`src/rtl/synth_param_decoder.sv`:
```
// Sequences SPI capture transactions, validates each returned word and updates the synth parameter file.
// Optional SHADOW_BANK_EN: valid words stage into a shadow bank and a write to address 4'hF commits it atomically.
module synth_param_decoder #(
    parameter int         POLL_PERIOD = 4096,
    parameter int         RSTN_CYCLES = 2,
    parameter int         TIMEOUT     = 1024,
    parameter logic [3:0] SYNC_NIBBLE = 4'hA
) (
    input  logic        clk,
    input  logic        rst,
    input  logic        enable,
    output logic        spi_rstn,
    output logic        spi_start,
    input  logic        spi_done,
    input  logic [31:0] spi_data,
    input  logic [3:0]  rd_addr,
    output logic [15:0] rd_data,
    output logic        param_we,
    output logic [3:0]  param_addr,
    output logic [15:0] param_data,
    output logic [7:0]  err_cnt,
    output logic        timeout_flag
);

    localparam int POLL_W = $clog2(POLL_PERIOD + 1);
    localparam int RST_W  = $clog2(RSTN_CYCLES + 1);
    localparam int TO_W   = $clog2(TIMEOUT + 1);

    localparam logic [POLL_W-1:0] POLL_LAST = POLL_W'(POLL_PERIOD - 1);
    localparam logic [RST_W-1:0]  RST_LAST  = RST_W'(RSTN_CYCLES - 1);
    localparam logic [TO_W-1:0]   TO_LAST   = TO_W'(TIMEOUT - 1);

    typedef enum logic [2:0] {
        S_IDLE,
        S_RSTP,
        S_START,
        S_WAIT,
        S_CHECK
    } state_t;

    state_t             r_state;
    logic [POLL_W-1:0]  r_poll_cnt;
    logic [RST_W-1:0]   r_rst_cnt;
    logic [TO_W-1:0]    r_to_cnt;
    logic [31:0]        r_word;
    logic               r_spi_rstn;
    logic               r_spi_start;
    logic               r_param_we;
    logic [3:0]         r_param_addr;
    logic [15:0]        r_param_data;
    logic [7:0]         r_err_cnt;
    logic               r_timeout_flag;
    logic [15:0]        r_rd_data;

    logic [15:0][15:0]  w_live;
    logic               w_in_ok;
    logic               w_in_pulse;
    logic [3:0]         w_in_addr;
    logic [15:0]        w_in_data;
    logic               w_cap_ok;
    logic               w_cap_wr;
    logic [3:0]         w_cap_addr;
    logic [15:0]        w_cap_data;

    function automatic logic word_ok(input logic [31:0] w);
        return (w[31:28] == SYNC_NIBBLE) && (w[7:0] == (w[31:24] ^ w[23:16] ^ w[15:8]));
    endfunction

    assign w_in_ok    = word_ok(spi_data);
    assign w_in_addr  = spi_data[27:24];
    assign w_in_data  = spi_data[23:8];
    assign w_cap_ok   = word_ok(r_word);
    assign w_cap_addr = r_word[27:24];
    assign w_cap_data = r_word[23:8];
    assign w_cap_wr   = (r_state == S_CHECK) && w_cap_ok;

    // Validity is pre-evaluated on the incoming word so param_we lands in the CHECK cycle itself.
`ifdef SHADOW_BANK_EN
    logic w_commit;
    assign w_commit   = w_cap_wr && (w_cap_addr == 4'hF);
    assign w_in_pulse = w_in_ok && (w_in_addr == 4'hF);
`else
    assign w_in_pulse = w_in_ok;
`endif

    always_ff @(posedge clk or posedge rst) begin
        if (rst) begin
            r_state        <= S_IDLE;
            r_poll_cnt     <= '0;
            r_rst_cnt      <= '0;
            r_to_cnt       <= '0;
            r_word         <= '0;
            r_spi_rstn     <= 1'b1;
            r_spi_start    <= 1'b0;
            r_param_we     <= 1'b0;
            r_param_addr   <= '0;
            r_param_data   <= '0;
            r_err_cnt      <= '0;
            r_timeout_flag <= 1'b0;
        end else begin
            r_param_we <= 1'b0;
            case (r_state)
                S_IDLE: begin
                    if (enable) begin
                        if (r_poll_cnt == POLL_LAST) begin
                            r_poll_cnt <= '0;
                            r_rst_cnt  <= '0;
                            r_spi_rstn <= 1'b0;
                            r_state    <= S_RSTP;
                        end else begin
                            r_poll_cnt <= r_poll_cnt + POLL_W'(1);
                        end
                    end
                end
                S_RSTP: begin
                    if (r_rst_cnt == RST_LAST) begin
                        r_spi_rstn  <= 1'b1;
                        r_spi_start <= 1'b1;
                        r_state     <= S_START;
                    end else begin
                        r_rst_cnt <= r_rst_cnt + RST_W'(1);
                    end
                end
                S_START: begin
                    r_spi_start <= 1'b0;
                    r_to_cnt    <= '0;
                    r_state     <= S_WAIT;
                end
                S_WAIT: begin
                    if (spi_done) begin
                        r_word     <= spi_data;
                        r_param_we <= w_in_pulse;
                        if (w_in_pulse) begin
                            r_param_addr <= w_in_addr;
                            r_param_data <= w_in_data;
                        end
                        r_state <= S_CHECK;
                    end else if (r_to_cnt == TO_LAST) begin
                        r_timeout_flag <= 1'b1;
                        if (r_err_cnt != 8'hFF) begin
                            r_err_cnt <= r_err_cnt + 8'd1;
                        end
                        r_state <= S_IDLE;
                    end else begin
                        r_to_cnt <= r_to_cnt + TO_W'(1);
                    end
                end
                S_CHECK: begin
                    if (!w_cap_ok && (r_err_cnt != 8'hFF)) begin
                        r_err_cnt <= r_err_cnt + 8'd1;
                    end
                    r_state <= S_IDLE;
                end
                default: begin
                    r_state <= S_IDLE;
                end
            endcase
        end
    end

    // Entries are discrete flops: the file must clear on reset and the shadow commit loads all entries at once.
    genvar gi;
    generate
        for (gi = 0; gi < 16; gi++) begin : g_entry
`ifdef SHADOW_BANK_EN
            if (gi < 15) begin : g_bank
                logic [15:0] r_shadow;
                logic [15:0] r_live;
                always_ff @(posedge clk or posedge rst) begin
                    if (rst) begin
                        r_shadow <= '0;
                        r_live   <= '0;
                    end else begin
                        if (w_cap_wr && (w_cap_addr == 4'(gi))) begin
                            r_shadow <= w_cap_data;
                        end
                        if (w_commit) begin
                            r_live <= r_shadow;
                        end
                    end
                end
                assign w_live[gi] = r_live;
            end else begin : g_commit_slot
                assign w_live[gi] = 16'd0;
            end
`else
            logic [15:0] r_live;
            always_ff @(posedge clk or posedge rst) begin
                if (rst) begin
                    r_live <= '0;
                end else if (w_cap_wr && (w_cap_addr == 4'(gi))) begin
                    r_live <= w_cap_data;
                end
            end
            assign w_live[gi] = r_live;
`endif
        end
    endgenerate

    always_ff @(posedge clk or posedge rst) begin
        if (rst) begin
            r_rd_data <= '0;
        end else begin
            r_rd_data <= w_live[rd_addr];
        end
    end

    assign spi_rstn     = r_spi_rstn;
    assign spi_start    = r_spi_start;
    assign param_we     = r_param_we;
    assign param_addr   = r_param_addr;
    assign param_data   = r_param_data;
    assign err_cnt      = r_err_cnt;
    assign timeout_flag = r_timeout_flag;
    assign rd_data      = r_rd_data;

endmodule
```
`config.mk`:
```
export PLATFORM = sky130hd
export DESIGN_NAME = synth_param_decoder
export DESIGN_NICKNAME = d
export VERILOG_FILES = /design/src/rtl/synth_param_decoder.sv
export SDC_FILE = /design/constraint.sdc
export NUM_CORES = 1
export LEC_CHECK = 0
export CAP_MARGIN = 20
export CORE_MARGIN = 3
export CORE_UTILIZATION = 40
export CTS_CLUSTER_DIAMETER = 50
export DETAILED_ROUTE_END_ITERATION = 8
export GPL_ROUTABILITY_DRIVEN = 0
export PLACE_DENSITY = 0.59
export SLEW_MARGIN = 0
export SYNTH_ARGS = -nofsm -noshare
export SYNTH_HDL_FRONTEND = slang
export SYNTH_SLANG_ARGS = --single-unit
```
`constraint.sdc`:
```
create_clock -name clk -period 14.4 [get_ports clk]
set_clock_uncertainty 0.05 [all_clocks]
set_input_delay 2.16 -clock clk [delete_from_list [all_inputs] [get_ports clk]]
set_output_delay 2.16 -clock clk [all_outputs]
set_load 0.05 [all_outputs]
```
==> flow_summary.yaml, run 1 <==
cts:
  cts_htree_levels: 2
  resized_after_cts: 0
  clk_pin_slew_ns: 0.06
  ctsLongestPathBuffers: 3
  cts-root-buf: "sky130_fd_sc_hd__clkbuf_16"
  cts_num_sinks: 365
  post_cts_hold_buffer_count: 0
  postCtsSetupRepairBufs: 0
  worst_skew_pair_later_pin_latency_ns: 0.53
  tritoncts.num_buffers: 43
  cts_tree: "yes"
critical_path:
  setup.worst_path.end_class: "flop"
  r2r_setup_slack_ns: 10.45
  timing.critical_path.from_type: "input pin"
  cp.arrival_ns: 4.76
  cp.required_ns: 14.76
  setup.worst_path.class: "in2reg"
  critical_path_peak_fanout: 8
finish:
  finish.instance_area_mm2: 0.0198
  drive_gt1_share_pct: 42.1
  flow.area_growth_from_synthesis_pct: 15.2
  count_of_inserted_antenna_diode_cells: 0
  layout.cells.non_filler: 1723
  finalNetCount: 1198
yosys:
  synth_area_per_cell_um2: 15.7
  ys_ff_latch: 365
  synth_seq_area_share_pct: 53.1
  synth-edff-count: 0
  synthesis.area_mm2: 0.0172
  synth_top_cells_by_area: "sky130_fd_sc_hd__dfrtp_1 53%, sky130_fd_sc_hd__mux2_2 14%, sky130_fd_sc_hd__mux4_2 10%"
  ys.warnings.count: 0
  yosysTopAreaCellShare_pct: 53.0
  synth.lib_cells_used.distinct: 53
  synth.net_count: 1139
  synthMostInstantiatedCell: "sky130_fd_sc_hd__dfrtp_1"
  postSynthCellCount: 1095
  ys_async_sr_fraction_pct: 100
  synth_top_cells_by_count: "364 x sky130_fd_sc_hd__dfrtp_1, 208 x sky130_fd_sc_hd__mux2_2, 100 x sky130_fd_sc_hd__mux2_4"
  leading_register_cell_type_out_of_synthesis: "sky130_fd_sc_hd__dfrtp_1"
  yosys.area.top_type: "sky130_fd_sc_hd__dfrtp_1"
sta:
  fin_tns_setup_ns: 0
  max_clock_freq_mhz: 227
  worstMarginPinSlew_ns: 1.05
  hold_violations: 0
  finalCriticalPeriod_ns: 4.40
  worst_slew_margin_rel_pct: 30.1
  final_critical_path_setup_slack_ns: 10.00
  fin_crit_sh_pct: 30.5
  timing_max_transition_violations_final: 0
  grt_setup_unrepaired: "no"
  finalSetupViolations: 0
detailed_routing:
  drt-total-wl_mm: 38.9
  post_drt_via_cell_ratio: 5.42
  wire_per_inst_um: 22.6
  remaining_drc_errors: 0
  detail_route.iter0.violations: 541
  drt_pass1_iterations: 4
  ant_nets: 0
  route.vias.total: 9336
floorplan:
  floorplan.initialDensity_pct: 40.7
  die-width_um: 213
  core_region_area_mm2: 0.0422
  io_pins: 88
  floorplan.die.height_um: 213
  die_footprint_mm2: 0.0455
  rows: 75
placed_design:
  dp.final_hpwl_mm: 22.9
  pre_cts_ws_ns: 9.59
  i_o_buffers: 87
  place.detailed.instances: 1648
  detailed_place.area_mm2: 0.0184
grt:
  first_global_vias: 9906
  grt_first_pass_wirelength_mm: 61.4
  global_route.overflow_total: 0
  pin_count_of_the_biggest_net_entering_global_routing: 175
  grt_antenna_before_repair: 1
  track_usage_pct: 17.6
status:
  status: "finished clean"
flow_run:
  cap_viol_max_count: 0
pwr:
  switching_power_summed_over_all_nets_w: 0.000898
  power.sequential.fraction_pct: 45.3
  p_comb_share_pct: 16.3
  power.ir.vdd_worst_v: 0.000105
  clock_power_share_pct: 38.4
  net_switching_share_of_the_total_power_pct: 31.6
  internal_power_of_the_cells_w: 0.00194
  leakagePower_nw: 9.57
  powerDensity_mw_per_mm2: 143
min_path:
  worstHoldPathType: "reg2reg"
power by group through the flow:
| stage | Combinational, W | Sequential [W] | Clock, W |
|---|---|---|---|
| after floorplan | 0.000502 | 0.00116 | 0 |
| after global placement | 0.000461 | 0.00131 | 0 |
| final | 0.000462 | 0.00129 | 0.00109 |
| after CTS | 0.000467 | 0.00129 | 0.00112 |
| after detailed placement | 0.000465 | 0.00131 | 0 |
| after global routing | 0.000509 | 0.00131 | 0.00117 |
placed cells by master, fill, tap and decap left out, types with 5 or more instances in the layout:
cell type	netlist	final
sky130_fd_sc_hd__clkinv_2	0	8
sky130_fd_sc_hd__buf_4	7	11
sky130_fd_sc_hd__and3_1	7	7
sky130_fd_sc_hd__nor4_1	6	6
sky130_fd_sc_hd__a21oi_1	9	9
sky130_fd_sc_hd__xor2_1	25	25
sky130_fd_sc_hd__dfrtp_1	364	364
sky130_fd_sc_hd__mux2_4	100	100
sky130_fd_sc_hd__nand2_1	21	21
sky130_fd_sc_hd__nor3_1	12	11
sky130_fd_sc_hd__mux2_2	208	208
sky130_fd_sc_hd__clkbuf_16	0	43
sky130_fd_sc_hd__inv_1	10	9
sky130_fd_sc_hd__mux4_2	80	80
sky130_fd_sc_hd__a311oi_1	5	5
sky130_fd_sc_hd__xnor2_1	41	41
sky130_fd_sc_hd__nand2b_1	5	5
sky130_fd_sc_hd__clkbuf_8	0	5
sky130_fd_sc_hd__nand3_1	12	12
sky130_fd_sc_hd__bufinv_16	0	5
sky130_fd_sc_hd__nand4_1	8	8
sky130_fd_sc_hd__nand4_4	13	13
sky130_fd_sc_hd__clkdlybuf4s50_1	0	85
sky130_fd_sc_hd__nor2_1	31	31
layout make-up:
cell class,instances,area [um2]
clock inverter,23,275
sequential,365,9140
fill,3699,22400
clock buffer,52,1160
timing repair buffer,99,970
multi-input combinational,635,7540
inverter,10,45.0
tap,539,674
state kept, by name (all words and copies together), names as in the netlist, 2 cells and up:
name and flops:
g_entry.r_live 256, r_word 32, param_data 16, rd_data 16, r_poll_cnt 13, r_to_cnt 11, err_cnt 8, param_addr 4
r_state 3, r_rst_cnt 2
worst max-delay path: stages:
cell	delay (ns)
sky130_fd_sc_hd__clkdlybuf4s50_1	0.44
sky130_fd_sc_hd__nor4bb_1	0.35
sky130_fd_sc_hd__nor4bb_1	0.71
sky130_fd_sc_hd__o22ai_1	0.38
sky130_fd_sc_hd__a31oi_1	0.35
sky130_fd_sc_hd__mux2_2	0.37
layer usage:
metal | wire, um | GRT usage, %
met4 | 542 | 3.67
met3 | 1650 | 3.03
met1 | 18200 | 25.9
met5 | 0 | 0
met2 | 18500 | 28.0
worst paths after layout:
path,from,to,cells after the start
min reg2reg,r_poll_cnt[6]$_DFFE_PP0P_,r_poll_cnt[6]$_DFFE_PP0P_,1
max reg2reg,r_state[0]$_DFFE_PP0P_,g_entry[13].r_live[9]$_DFFE_PP0P_,5
max in group asynchronous,rst,g_entry[9].r_live[9]$_DFFE_PP0P_,3
min,r_poll_cnt[6]$_DFFE_PP0P_,r_poll_cnt[6]$_DFFE_PP0P_,1
max,spi_done,err_cnt[1]$_DFFE_PP0P_,6
min in group asynchronous,rst,r_poll_cnt[6]$_DFFE_PP0P_,2
kinds of logic after synthesis:
kind of cell | count (synthesis) | share of synthesized area, %
muxes | 390 | 33.0
xor gates and xnor gates | 67 | 3.46
and+or+nand+nor | 137 | 5.62
adders and majority gates | 4 | 0.291
AOI/OAI and AO/OA | 37 | 1.47
DFF | 365 | 53.1
buffers and inverters | 95 | 3.08
metrics by stage:
| stage | utilization [%] | hold slack (ns) | total power, W |
|---|---|---|---|
| floorplan | - | 0.385 | 0.00166 |
| global placement | 43.5 | 0.404 | 0.00177 |
| detailed placement | 43.5 | 0.403 | 0.00178 |
| CTS | 46.9 | 0.417 | 0.00288 |
| global route | 46.9 | 0.431 | 0.00299 |
| finish | 46.9 | 0.414 | 0.00284 |
(Power assumes the default switching activity.)
==> inputs of run 2 (changes only) <==
- PLACE_DENSITY: 0.59 -> 0.61
- clock period: 14.4 -> 3.54 ns (I/O delays scaled with it)
==> run 2 against run 1 <==
  * Sequential cell count is the same
  * Die area is the same
  * Total power grew to 4.1 times the previous value
  * Count of clock-buffer cells in the layout grew 11
  * Final cell count grew 2.1%
  * Setup slack lost 9.5 ns
==> flow_summary.yaml, run 2 (synthesized netlist as in run 1, its figures left out) <==
critical_path:
  timing.critical_path.from_type: "flop"
  critical_path_peak_fanout: 24
  cp.required_ns: 3.93
  setup.worst_path.end_class: "flop"
  cp.arrival_ns: 3.42
  setup.worst_path.class: "reg2reg"
pwr:
  powerDensity_mw_per_mm2: 584
  totalPowerFinal_w: 0.0118
  power.ir.vdd_worst_v: 0.000355
  leakagePower_nw: 9.76
sta:
  fin_tns_setup_ns: 0
  worst_slew_margin_rel_pct: 51.6
  max_clock_freq_mhz: 329
  timing_max_transition_violations_final: 0
  grt_setup_unrepaired: "no"
  finalCriticalPeriod_ns: 3.04
  worstMarginPinSlew_ns: 0.719
  final_critical_path_setup_slack_ns: 0.502
  hold_violations: 0
  finalSetupViolations: 0
  final.hold.worst_slack_ns: 0.326
  fin_crit_sh_pct: 85.8
detailed_routing:
  post_drt_via_cell_ratio: 5.35
  remaining_drc_errors: 0
  ant_nets: 0
  route.vias.total: 9416
  drt_pass1_iterations: 6
  detail_route.iter0.violations: 393
  drt-total-wl_mm: 39.3
  wire_per_inst_um: 22.3
finish:
  drive_gt1_share_pct: 43.4
  regMostFlops: "g_entry.r_live"
  layout.cells.most_common: "sky130_fd_sc_hd__dfrtp_1"
  flow.area_growth_from_synthesis_pct: 17.2
  largest_registers_ranked_by_flip_flop_count: "g_entry.r_live x256, r_word x32"
  largest_reg_flops: 256
  most_frequent_cells_in_the_layout: "364 x sky130_fd_sc_hd__dfrtp_1, 208 x sky130_fd_sc_hd__mux2_2, 100 x sky130_fd_sc_hd__mux2_4"
  filler_cell_count: 3659
  count_of_inserted_antenna_diode_cells: 0
  finalNetCount: 1232
  finish.instance_area_mm2: 0.0202
flow_run:
  cap_viol_max_count: 0
cts:
  ctsLongestPathBuffers: 3
  post_cts_hold_buffer_count: 0
  cts_htree_levels: 2
  cts_num_sinks: 365
  worst_skew_pair_later_pin_latency_ns: 0.56
  postCtsSetupRepairBufs: 0
  cts_tree: "yes"
  cts-root-buf: "sky130_fd_sc_hd__clkbuf_16"
  resized_after_cts: 0
  tritoncts.num_buffers: 44
  clk_pin_slew_ns: 0.06
placed_design:
  pre_cts_ws_ns: 0.516
  dp.final_hpwl_mm: 23.7
  detailed_place.area_mm2: 0.0187
  i_o_buffers: 87
grt:
  pin_count_of_the_biggest_net_entering_global_routing: 106
  first_global_vias: 10000
  global_route.overflow_total: 0
  grt_antenna_before_repair: 1
  track_usage_pct: 17.8
  grt_first_pass_wirelength_mm: 61.8
floorplan:
  rows: 75
  die_footprint_mm2: 0.0455
  io_pins: 88
  floorplan.initialDensity_pct: 40.7
  die-width_um: 213
  floorplan.die.height_um: 213
  core_region_area_mm2: 0.0422
status:
  status: "finished clean"
min_path:
  worstHoldPathType: "in2async"
## run 2: cell types whose count changed in the layout (fill, tap and decap cells not counted)
cell	before	now
sky130_fd_sc_hd__clkbuf_16	43	46
sky130_fd_sc_hd__inv_8	2	0
sky130_fd_sc_hd__inv_6	1	2
sky130_fd_sc_hd__clkinv_8	0	1
sky130_fd_sc_hd__clkdlybuf4s15_2	1	0
sky130_fd_sc_hd__clkinv_2	8	4
sky130_fd_sc_hd__clkinv_4	4	2
sky130_fd_sc_hd__bufinv_16	5	3
sky130_fd_sc_hd__clkbuf_1	4	9
sky130_fd_sc_hd__clkbuf_8	5	8
sky130_fd_sc_hd__buf_12	1	7
sky130_fd_sc_hd__buf_4	11	39
## run 2: worst paths after layout
path | start | cells past startpoint | slack, ns | end
worst max-delay path | r_word[22]$_DFFE_PP0P_ | 6 | 0.50 | g_entry[10].r_live[15]$_DFFE_PP0P_
worst min-delay path | rst | 2 | 0.33 | g_entry[15].r_live[3]$_DFFE_PP0P_
worst max register to register | r_word[22]$_DFFE_PP0P_ | 6 | 0.50 | g_entry[10].r_live[15]$_DFFE_PP0P_
worst min register to register | r_poll_cnt[10]$_DFFE_PP0P_ | 1 | 0.42 | r_poll_cnt[10]$_DFFE_PP0P_
max in group asynchronous | rst | 3 | 2.14 | g_entry[9].r_live[11]$_DFFE_PP0P_
min in group clk | r_poll_cnt[10]$_DFFE_PP0P_ | 1 | 0.42 | r_poll_cnt[10]$_DFFE_PP0P_
## run 2: stage by stage
step                util [%]  cells
floorplan                  -   1095
global placement        44.2   1681
detailed placement      44.2   1681
CTS                     47.7   1759
global route            47.7   1759
finish                  47.7   1759
## run 2: per-layer routing
metal  up-vias  part of all wire, %  GRT usage (%)
met5         -                    0              0
met4         0                  1.9           4.79
met2       107                   50           29.5
met1      5037                   46           25.0
met3        62                  2.7           2.47
li1       4210                    -              -
## run 2: power by group
group          total (W)  switching (W)  internal [W]
Clock            0.00455        0.00178       0.00277
Sequential       0.00495       0.000516       0.00444
Combinational    0.00227        0.00143      0.000843
## run 2: cell type report
type	instances	area (um2)	share of cell area (%)
Sequential cell	365	9140	45.3
Multi-Input combinational cell	635	7540	37.4
Clock buffer	63	1290	6.42
Timing Repair Buffer	132	1290	6.39
Tap cell	539	674	3.35
Clock inverter	15	184	0.912
Inverter	10	41.3	0.205
## run 2: worst max-delay path, stage by stage, from the launching register on
cell and delay [ns]:
sky130_fd_sc_hd__dfrtp_1 0.78, sky130_fd_sc_hd__xnor2_2 0.14, sky130_fd_sc_hd__xnor2_1 0.18, sky130_fd_sc_hd__nor4_4 0.31, sky130_fd_sc_hd__buf_4 0.47, sky130_fd_sc_hd__nand4_4 0.53, sky130_fd_sc_hd__mux2_2 0.45
